==> config.mk <==
export PLATFORM = sky130hd
export DESIGN_NAME = cpu_ctrl_fsm
export DESIGN_NICKNAME = d
export VERILOG_FILES = /design/src/rtl/cpu_ctrl_fsm.sv
export SDC_FILE = /design/constraint.sdc
export NUM_CORES = 1
export LEC_CHECK = 0
export CAP_MARGIN = 25
export CORE_MARGIN = 2
export CORE_UTILIZATION = 45
export DETAILED_ROUTE_END_ITERATION = 10
export PLACE_DENSITY_LB_ADDON = 0.25
export REMOVE_ABC_BUFFERS = 1
export SYNTH_ARGS = -nofsm -noshare
export SYNTH_HDL_FRONTEND = slang
export SYNTH_SLANG_ARGS = --single-unit
==> constraint.sdc <==
create_clock -name clk -period 3.7 [get_ports clk]
set_clock_uncertainty 0.05 [all_clocks]
set_input_delay 0.74 -clock clk [delete_from_list [all_inputs] [get_ports clk]]
set_output_delay 0.74 -clock clk [all_outputs]
set_load 0.02 [all_outputs]
==> src/rtl/cpu_ctrl_fsm.sv <==
`default_nettype none
// ============================================================================
// Module   : cpu_ctrl_fsm
// Brief    : Multi-cycle fetch/decode/execute sequencer for the 16-bit ISA,
//            owning PC, IR and the zero flag. Optional macro: ILLEGAL_TRAP_EN.
// Revision : 1.0  initial release
// ============================================================================
module cpu_ctrl_fsm #(
    parameter int              PC_W     = 8,
    parameter logic [PC_W-1:0] RESET_PC = '0
) (
    input  logic            clk,
    input  logic            rst_n,
    input  logic            start,
    output logic            imem_req,
    output logic [PC_W-1:0] imem_addr,
    input  logic            imem_ack,
    input  logic [15:0]     imem_rdata,
    output logic            dmem_req,
    output logic            dmem_we,
    output logic [7:0]      dmem_addr,
    input  logic            dmem_ack,
    output logic [2:0]      alu_op,
    input  logic            alu_zero,
    output logic [3:0]      rf_ra,
    output logic [3:0]      rf_rb,
    output logic [3:0]      rf_wa,
    output logic            rf_we,
    output logic [1:0]      wb_sel,
    output logic [7:0]      imm8,
    output logic [PC_W-1:0] pc,
    output logic            busy,
    output logic            halted,
    output logic            illegal
);

    typedef enum logic [2:0] {
        S_IDLE   = 3'd0,
        S_FETCH  = 3'd1,
        S_DECODE = 3'd2,
        S_EXEC   = 3'd3,
        S_MEM    = 3'd4,
        S_WB     = 3'd5,
        S_HALT   = 3'd6
    } state_t;

    localparam logic [3:0] OP_NOP  = 4'h0;
    localparam logic [3:0] OP_NOT  = 4'h6;
    localparam logic [3:0] OP_LDI  = 4'h7;
    localparam logic [3:0] OP_LD   = 4'h8;
    localparam logic [3:0] OP_ST   = 4'h9;
    localparam logic [3:0] OP_JMP  = 4'hA;
    localparam logic [3:0] OP_BEQ  = 4'hB;
    localparam logic [3:0] OP_HALT = 4'hF;

    state_t          state, state_n;
    logic [PC_W-1:0] pc_n;
    logic [15:0]     ir, ir_n;
    logic            zero_flag, zero_n;
    logic [3:0]      opcode;
    logic            is_alu;
    logic            is_st;

    assign opcode = ir[15:12];
    assign is_alu = (opcode != OP_NOP) && (opcode <= OP_NOT);
    assign is_st  = (opcode == OP_ST);

`ifdef ILLEGAL_TRAP_EN
    logic illegal_q, illegal_n;

    always_ff @(posedge clk or negedge rst_n) begin
        if (!rst_n) illegal_q <= 1'b0;
        else        illegal_q <= illegal_n;
    end

    assign illegal = illegal_q;
`else
    assign illegal = 1'b0;
`endif

    always_ff @(posedge clk or negedge rst_n) begin
        if (!rst_n) begin
            state     <= S_IDLE;
            pc        <= RESET_PC;
            ir        <= 16'h0000;
            zero_flag <= 1'b0;
        end else begin
            state     <= state_n;
            pc        <= pc_n;
            ir        <= ir_n;
            zero_flag <= zero_n;
        end
    end

    always_comb begin
        state_n = state;
        pc_n    = pc;
        ir_n    = ir;
        zero_n  = zero_flag;
`ifdef ILLEGAL_TRAP_EN
        illegal_n = illegal_q;
`endif
        case (state)
            S_IDLE: if (start) state_n = S_FETCH;
            S_FETCH: begin
                if (imem_ack) begin
                    ir_n    = imem_rdata;
                    pc_n    = pc + PC_W'(1);
                    state_n = S_DECODE;
                end
            end
            S_DECODE: begin
                case (opcode)
                    4'h1, 4'h2, 4'h3, 4'h4, 4'h5, 4'h6: state_n = S_EXEC;
                    OP_LDI:        state_n = S_WB;
                    OP_LD, OP_ST:  state_n = S_MEM;
                    OP_HALT:       state_n = S_HALT;
                    OP_JMP: begin
                        pc_n    = PC_W'(ir[7:0]);
                        state_n = S_FETCH;
                    end
                    OP_BEQ: begin
                        if (zero_flag) pc_n = PC_W'(ir[7:0]);
                        state_n = S_FETCH;
                    end
`ifdef ILLEGAL_TRAP_EN
                    4'hC, 4'hD, 4'hE: begin
                        illegal_n = 1'b1;
                        state_n   = S_HALT;
                    end
`endif
                    default:       state_n = S_FETCH;
                endcase
            end
            S_EXEC: begin
                zero_n  = alu_zero;
                state_n = S_WB;
            end
            S_MEM: if (dmem_ack) state_n = is_st ? S_FETCH : S_WB;
            S_WB:   state_n = S_FETCH;
            S_HALT: state_n = S_HALT;
            default: state_n = S_IDLE;
        endcase
    end

    // Every output is a decode of state/ir so no ack-to-output path exists.
    assign imem_req  = (state == S_FETCH);
    assign imem_addr = pc;
    assign dmem_req  = (state == S_MEM);
    assign dmem_we   = (state == S_MEM) && is_st;
    assign dmem_addr = ir[7:0];
    assign alu_op    = ((state == S_EXEC || state == S_WB) && is_alu) ?
                       3'(opcode - 4'd1) : 3'b000;
    assign rf_ra     = ir[7:4];
    assign rf_rb     = is_st ? ir[11:8] : ir[3:0];
    assign rf_wa     = ir[11:8];
    assign rf_we     = (state == S_WB);
    assign wb_sel    = (state != S_WB)      ? 2'b00 :
                       (opcode == OP_LDI)   ? 2'b01 :
                       (opcode == OP_LD)    ? 2'b10 : 2'b00;
    assign imm8      = ir[7:0];
    assign busy      = (state != S_IDLE) && (state != S_HALT);
    assign halted    = (state == S_HALT);

endmodule
`default_nettype wire

==> impl_metrics.json, run 1 <==
{
  "status": "completed",
  "vias_per_cell": 5.28,
  "instances_no_fill": 283,
  "synth.cell_area_um2": 1840,
  "ir_drop_v": 0.000493,
  "whs_ns": 0.475,
  "die_y_um": 68.0,
  "path_clk_slew_ns": 0.08,
  "fmax_mhz": 320,
  "grt_pass1_wl_mm": 6.18,
  "cts-resized-gates": 0,
  "grt_pass1_vias": 1294,
  "initial_core_util": 0.464,
  "min_period_ns": 3.12,
  "cts_hold_buf": 0,
  "cp.arrival_ns": 2.33,
  "dp_hpwl_mm": 2.85,
  "yosys.area_share.simple": 0.179,
  "synth-xor-area-share": 0.00475,
  "synth.top_cell.area_share": 0.380,
  "finalCritPeriodShare": 0.843,
  "yosys_warnings": 0,
  "p_leak_nw": 0.996,
  "ant_nets": 0,
  "ios": 78,
  "antenna_found_initial": 0,
  "max_slew_margin": 0.529,
  "cp.required_ns": 2.91,
  "cpPeakStageDelay_ns": 0.60,
  "cts_sinks": 28,
  "drive_gt1_frac": 0.103,
  "grt_max_degree": 29,
  "cts_buffers": 3,
  "cts_tree": "yes",
  "gp_congestion": 0.764,
  "cp-end-kind": "output port",
  "crit_slowest_cell": "clkdlybuf4s50_1",
  "worstMarginPinSlew_ns": 0.706,
  "die_w_um": 68.0,
  "finalHoldViolations": 0,
  "final_cell_mix": "clkdlybuf4s50_1, dfrtp_1, nand2_1",
  "netlist_instances": 192,
  "die-area_um2": 4620,
  "routed_wl_mm": 3.91,
  "clk-insertion-delay-late_ns": 0.27,
  "finish.utilization": 0.618,
  "drtIter0Drc": 71,
  "firstDrtPassIters": 4,
  "synth-main-ff-cell": "dfrtp_1",
  "synth-edff-count": 0,
  "cts_root_buf": "clkbuf_8",
  "yosysTopAreaCell": "dfrtp_1",
  "row_count": 23,
  "synth_seq_area_share": 0.380,
  "grt_util_all_layers": 0.175,
  "cp-start-kind": "flip-flop",
  "hold_class": "flip-flop to flip-flop",
  "ys_seq_elements": 28,
  "htreeDepth": 1,
  "maxCapViolations": 0,
  "synthTopCellsByArea": "dfrtp_1, buf_4, mux2_2",
  "crit_type": "flip-flop to output port",
  "final_common_cell": "clkdlybuf4s50_1",
  "drc": 0,
  "synth.distinct_cells": 46,
  "synth_compound_area_frac": 0.126,
  "crit_chain": "inv_1 -> ha_1 -> nor2b_1 -> nor4b_1 -> nand2_1 -> nor2_1 -> clkdlybuf4s50_1",
  "route.vias.total": 1495,
  "synth.area.mux_share": 0.0971,
  "rsz0062_at_grt": "no",
  "setup_viol": 0,
  "fin_area_um2": 2460,
  "reg2reg_slack_ns": 1.60,
  "synthArstFlopShare": 1.00,
  "syn_to_final_growth_pct": 33.3,
  "power_density_nw_per_um2": 920,
  "nFillCells": 351,
  "slew_viol_final": 0,
  "dp_cells": 280,
  "avgSynthCellArea_um2": 9.60,
  "synth_top_family_by_area": "simple AND/OR/NAND/NOR gates",
  "portBuffers": 76,
  "coreArea_um2": 3970,
  "grt_overflow_total": 0,
  "p_total_mw": 2.26,
  "cts_setup_buffers": 0,
  "post_synth_fa_ha_maj_area_fraction": 0.0407,
  "wl_per_cell_um": 13.8,
  "finish.net_count": 263,
  "worst-path-max-fanout": 5,
  "clk_path_buf_depth": 2,
  "n_antenna_cell": 0,
  "dpl-instance-area_um2": 2410
}
[cells in the mapped netlist (2+ instances only)]
cell and instances:
a21oi_1 2, a31oi_1 2, and2_1 2, and3_1 3, buf_2 3, buf_4 33, clkbuf_1 4, dfrtp_1 28
ha_1 6, inv_1 7, mux2_2 15, nand2_1 18, nand2b_1 3, nand3_1 3, nand3b_1 2, nand4_1 3
nor2_1 10, nor2b_1 3, nor3b_1 4, o211ai_1 3, o21ai_0 11, o221a_1 3
[layout make-up]
type / count / area (um^2) / share of cell area
tap: 50 / 62.6 / 0.0255
timing repair buffer: 79 / 783 / 0.319
inverter: 7 / 26.3 / 0.0107
clock buffer: 3 / 41.3 / 0.0168
sequential: 28 / 701 / 0.285
multi-input combinational: 116 / 842 / 0.343
[metal layers]
metal  vias to the layer above  routed length [um]  track usage
met2                        54                1780        0.271
met5                         -                   0            0
li1                        722                   -            -
met3                         4                 257       0.0313
met4                         0                  37       0.0525
met1                       715                1840        0.249
[logic make-up after synthesis]
group	count (synthesis)
mux	16
flops	28
compound gates	32
simple gates	60
xor+xnor	1
fa+ha+maj	6
other cells	1
buf+inv	48
[power by group]
part           internal [mW]  switching [mW]
clock                 0.0731          0.0898
sequential             0.451           0.219
combinational          0.736           0.692
[worst paths after layout]
| kind | start | cells after the start | endpoint |
|---|---|---|---|
| setup reg to reg | state[0] | 4 | imem_addr[3] |
| min in group asynchronous | rst_n | 2 | ir[8] |
| setup / recovery | ir[13] | 7 | alu_op[0] |
| hold / removal | zero_flag | 1 | zero_flag |
| hold reg to reg | zero_flag | 1 | zero_flag |
| max in group asynchronous | rst_n | 2 | zero_flag |
[stage by stage]
stage | setup slack, ns | TNS [ns]
2_1_floorplan | -0.0956 | -0.130
3_3_place_gp | 0.921 | 0
3_5_place_dp | 0.866 | 0
4_1_cts | 0.566 | 0
5_1_grt | 0.434 | 0
6_report | 0.580 | 0
[critical path, delay by kind of cell, from the launching register on]
kind,cells,cell delay [ns]
flops,1,0.41
simple gates,4,0.70
fa+ha+maj,1,0.23
buf+inv,2,0.72
[state kept, by name (all words and copies together), names as in the netlist]
register   count
ir            16
zero_flag      1
state          3
imem_addr      8
Note: power is estimated with default switching activity, not from simulation.
==> inputs of run 2 (changes only) <==
--- a/config.mk
+++ b/config.mk
@@ -7,7 +7,7 @@
 export LEC_CHECK = 0
 export CAP_MARGIN = 25
 export CORE_MARGIN = 2
-export CORE_UTILIZATION = 45
+export CORE_UTILIZATION = 39
 export DETAILED_ROUTE_END_ITERATION = 10
 export PLACE_DENSITY_LB_ADDON = 0.25
 export REMOVE_ABC_BUFFERS = 1
==> constraint.sdc (replaced) <==
create_clock -name clk -period 2.83 [get_ports clk]
set_clock_uncertainty 0.05 [all_clocks]
set_input_delay 0.566 -clock clk [delete_from_list [all_inputs] [get_ports clk]]
set_output_delay 0.566 -clock clk [all_outputs]
set_load 0.02 [all_outputs]
==> run 2 against run 1 <==
Utilization down 6.9 points. Via count shrank 1.4%. Sequential share of layout area decreased by 0.98 points. Power up 37%. Clock power up 90%. Die area grew 14%. Sequential cell count did not move. First-iteration DRC count down 51%. Critical path type unchanged.
==> impl_metrics.json, run 2 (synthesis results as in run 1) <==
{
  "antenna_found_initial": 0,
  "clk-insertion-delay-late_ns": 0.27,
  "cts_root_buf": "clkbuf_8",
  "grt_max_degree": 29,
  "dpl_worst_slack_ns": 0.166,
  "htreeDepth": 1,
  "busiest_layer": "met2",
  "wl_per_cell_um": 13.2,
  "grt_use_met2": 0.241,
  "fin_ws_ns": 0.166,
  "vias_per_cell": 5.05,
  "ios": 78,
  "grt_overflow_total": 0,
  "p_total_mw": 3.11,
  "drc": 0,
  "cts-resized-gates": 4,
  "setup_viol": 0,
  "maxCapViolations": 0,
  "grt_use_met1": 0.229,
  "cpPeakStageDelay_ns": 0.59,
  "finish.net_count": 267,
  "ir_drop_v": 0.000585,
  "finalCritPeriodShare": 0.941,
  "grt_util_all_layers": 0.155,
  "p_leak_nw": 1.05,
  "cts_sinks": 28,
  "die_y_um": 72.7,
  "initial_core_util": 0.398,
  "syn_to_final_growth_pct": 38.0,
  "largest_reg_flops": 16,
  "cp.arrival_ns": 2.05,
  "drtIter0Drc": 35,
  "regArea_um2": 701,
  "n_antenna_cell": 0,
  "path_buf_inv": 2,
  "nFillCells": 417,
  "row_count": 25,
  "finalHoldViolations": 0,
  "cp-start-kind": "flip-flop",
  "status": "completed",
  "cts_tree": "yes",
  "regMostFlops": "ir",
  "whs_ns": 0.481,
  "min_period_ns": 2.66,
  "routed_wl_mm": 3.86,
  "clk_path_buf_depth": 2,
  "finish.utilization": 0.549,
  "route.vias.total": 1474,
  "die_w_um": 72.7,
  "slew_viol_final": 0,
  "die-area_um2": 5290,
  "ant_nets": 0,
  "crit_chain": "buf_4 -> nor3b_1 -> and3_1 -> clkdlybuf4s50_1",
  "cp.required_ns": 2.21,
  "fmax_mhz": 375,
  "fin_area_um2": 2540,
  "grt_pass1_wl_mm": 6.70,
  "grt_pass1_vias": 1455,
  "dpl-instance-area_um2": 2460,
  "dp_hpwl_mm": 2.87,
  "use_met3": 0.0193,
  "crit_type": "flip-flop to output port",
  "coreArea_um2": 4630,
  "rsz0062_at_grt": "no",
  "cp-end-kind": "output port",
  "hold_class": "flip-flop to flip-flop",
  "crit_slowest_cell": "clkdlybuf4s50_1",
  "power_density_nw_per_um2": 1220,
  "firstDrtPassIters": 4,
  "final_cell_mix": "clkdlybuf4s50_1, dfrtp_1, nand2_1",
  "gp_congestion": 0.807,
  "drive_gt1_frac": 0.139,
  "multi_input_area_um2": 856,
  "worst-path-max-fanout": 8,
  "cpLargestDelayFamily": "buffers and inverters",
  "cts_hold_buf": 0,
  "final_common_cell": "clkdlybuf4s50_1",
  "path_clk_slew_ns": 0.09,
  "portBuffers": 76,
  "cts_buffers": 3,
  "cts_setup_buffers": 0
}
## run 2: report_power, final
| part | internal (mW) | switching (mW) | leakage, nW | total (mW) |
|---|---|---|---|---|
| combinational | 1.00 | 0.959 | 0.683 | 1.96 |
| clock | 0.189 | 0.121 | 0.0357 | 0.310 |
| sequential | 0.590 | 0.245 | 0.329 | 0.836 |
## run 2: area by class of cell
class,count,share of cell area
multi-input combinational,116,0.336
tap,54,0.0266
clock inverter,1,0.0118
clock buffer,3,0.0162
inverter,7,0.0103
timing repair buffer,83,0.323
sequential,28,0.275
## run 2: stage by stage
step	std cells	TNS (ns)
floorplan	151	-9.75
global placement	288	0
detailed placement	288	0
CTS	292	0
global route	292	0
finish	292	0
## run 2: routing by layer
metal / vias to the layer above / wire [um]
met5: - / 0
met4: 0 / 24
met3: 2 / 220
met2: 53 / 1640
met1: 686 / 1970
li1: 733 / -
## run 2: worst paths after layout
kind	depth (start not counted)	slack (ns)	start	endpoint
setup / recovery	4	0.17	state[1]	dmem_we
hold / removal	1	0.48	zero_flag	zero_flag
setup reg to reg	6	0.91	state[1]	imem_addr[3]
hold reg to reg	1	0.48	zero_flag	zero_flag
max in group asynchronous	2	1.87	rst_n	ir[9]
min in group asynchronous	2	0.60	rst_n	ir[4]
==> inputs of run 3 (changes only) <==
--- a/config.mk
+++ b/config.mk
@@ -7,8 +7,9 @@
 export LEC_CHECK = 0
 export CAP_MARGIN = 25
 export CORE_MARGIN = 2
-export CORE_UTILIZATION = 39
+export CORE_UTILIZATION = 45
 export DETAILED_ROUTE_END_ITERATION = 10
+export DONT_BUFFER_PORTS = 1
 export PLACE_DENSITY_LB_ADDON = 0.25
 export REMOVE_ABC_BUFFERS = 1
 export SYNTH_ARGS = -nofsm -noshare
==> run 3 against run 2 <==
Wire length decreased by 7.5%. Clock power decreased by 21%. Via count decreased by 16%. Critical path depth increased by 2. Combinational power decreased by 59%. Critical path type unchanged. Critical endpoint is now alu_op[0]. Largest power group is now registers.
==> impl_metrics.json, run 3 (synthesis results as in run 1) <==
{
  "status": "completed",
  "min_period_ns": 2.58,
  "grt_util_all_layers": 0.161,
  "row_count": 23,
  "clk_path_buf_depth": 2,
  "antenna_found_initial": 0,
  "final_cell_mix": "dfrtp_1, nand2_1, mux2_2",
  "wl_per_cell_um": 17.1,
  "drc": 0,
  "ant_nets": 0,
  "rsz0062_at_grt": "no",
  "drive_gt1_frac": 0.164,
  "path_clk_slew_ns": 0.09,
  "ir_drop_v": 0.000611,
  "cts_tree": "yes",
  "fmax_mhz": 387,
  "fin_ws_ns": 0.249,
  "crit_chain": "inv_1 -> ha_1 -> nor2b_1 -> nor4b_1 -> nand2_1 -> nor2_1",
  "die-area_um2": 4620,
  "max_slew_margin": 0.540,
  "cts_buffers": 3,
  "cts_setup_buffers": 0,
  "htreeDepth": 1,
  "drtIter0Drc": 83,
  "regMostFlops": "ir",
  "p_total_mw": 2.30,
  "path_buf_inv": 1,
  "firstDrtPassIters": 4,
  "startpoint": "ir[13]",
  "cp-end-kind": "output port",
  "setup_viol": 0,
  "finish.net_count": 188,
  "grt_pass1_vias": 1190,
  "vias_per_cell": 5.89,
  "cp.arrival_ns": 1.97,
  "fin_tns_setup_ns": 0,
  "coreArea_um2": 3970,
  "cpLargestDelayFamily": "simple AND/OR/NAND/NOR gates",
  "routed_wl_mm": 3.57,
  "regToRegStartpoint": "state[0]",
  "grt_overflow_total": 0,
  "die_w_um": 68.0,
  "grt_pass1_wl_mm": 5.62,
  "portBuffers": 0,
  "crit_slowest_cell": "dfrtp_1",
  "worstMarginPinSlew_ns": 0.688,
  "dp_hpwl_mm": 2.62,
  "crit_type": "flip-flop to output port",
  "syn_to_final_growth_pct": -6.18,
  "maxCapViolations": 0,
  "n_antenna_cell": 0,
  "power_density_nw_per_um2": 1330,
  "finish.utilization": 0.435,
  "dpl_worst_slack_ns": 0.526,
  "cts_root_buf": "clkbuf_8",
  "multi_input_area_um2": 842,
  "gp_congestion": 0.731,
  "dpl-instance-area_um2": 1650,
  "clk-insertion-delay-late_ns": 0.27,
  "final_common_cell": "dfrtp_1",
  "slew_viol_final": 0,
  "grt_max_degree": 29,
  "initial_core_util": 0.464,
  "finalCritPeriodShare": 0.912,
  "nFillCells": 406,
  "worst-path-max-fanout": 5,
  "ios": 78,
  "finalHoldViolations": 0,
  "fin_area_um2": 1730,
  "regArea_um2": 701,
  "cpPeakStageDelay_ns": 0.40,
  "p_leak_nw": 0.720,
  "route.vias.total": 1232,
  "hold_class": "input port to asynchronous set/reset pin",
  "cts_sinks": 28,
  "die_y_um": 68.0,
  "cp-start-kind": "flip-flop",
  "cp.required_ns": 2.21,
  "largest_reg_flops": 16
}
run 3: worst reg2reg max path: cells and delay by family, from the launching register on:
kind	cells	cell delay (ns)
DFF	1	0.63
and+or+nand+nor	1	0.59
muxes	1	0.36
buffers and inverters	1	0.35
run 3: final timing paths:
| path | depth (start not counted) | end | slack (ns) |
|---|---|---|---|
| min in group clk | 2 | ir[14] | 0.35 |
| min reg2reg | 1 | zero_flag | 0.47 |
| max reg2reg | 3 | ir[6] | 0.75 |
| max | 6 | alu_op[0] | 0.25 |
| max in group asynchronous | 1 | state[2] | 2.52 |
| min | 1 | ir[8] | 0.05 |
run 3: report_power, final:
group	internal [mW]	switching (mW)	total, mW
combinational	0.375	0.437	0.812
sequential	0.581	0.665	1.25
clock	0.124	0.120	0.244
total	1.08	1.22	2.30
run 3: metal layers:
metal | vias up | wire length (um) | GRT usage
met1 | 598 | 1540 | 0.210
met5 | - | 0 | 0
met3 | 4 | 264 | 0.0280
li1 | 572 | - | -
met4 | 0 | 33 | 0.0450
met2 | 58 | 1740 | 0.273
run 3: cell type report:
cell class	instances	share of cell area
tap	50	0.0362
clock buffer	4	0.0318
timing repair buffer	4	0.0246
inverter	7	0.0152
sequential	28	0.405
multi-input combinational	116	0.487
run 3: per-stage QoR:
step	instances	hold WS, ns
2_1_floorplan	151	0.220
3_5_place_dp	204	0.221
5_1_grt	209	0.0412
4_1_cts	209	0.0520
3_3_place_gp	204	0.221
6_report	209	0.0507
run 3: what timing repair did:
action / CTS / global route
hold buffers: 1 / 0
endpoints found under the hold margin: 28 / 0
resized for setup: 0 / 0
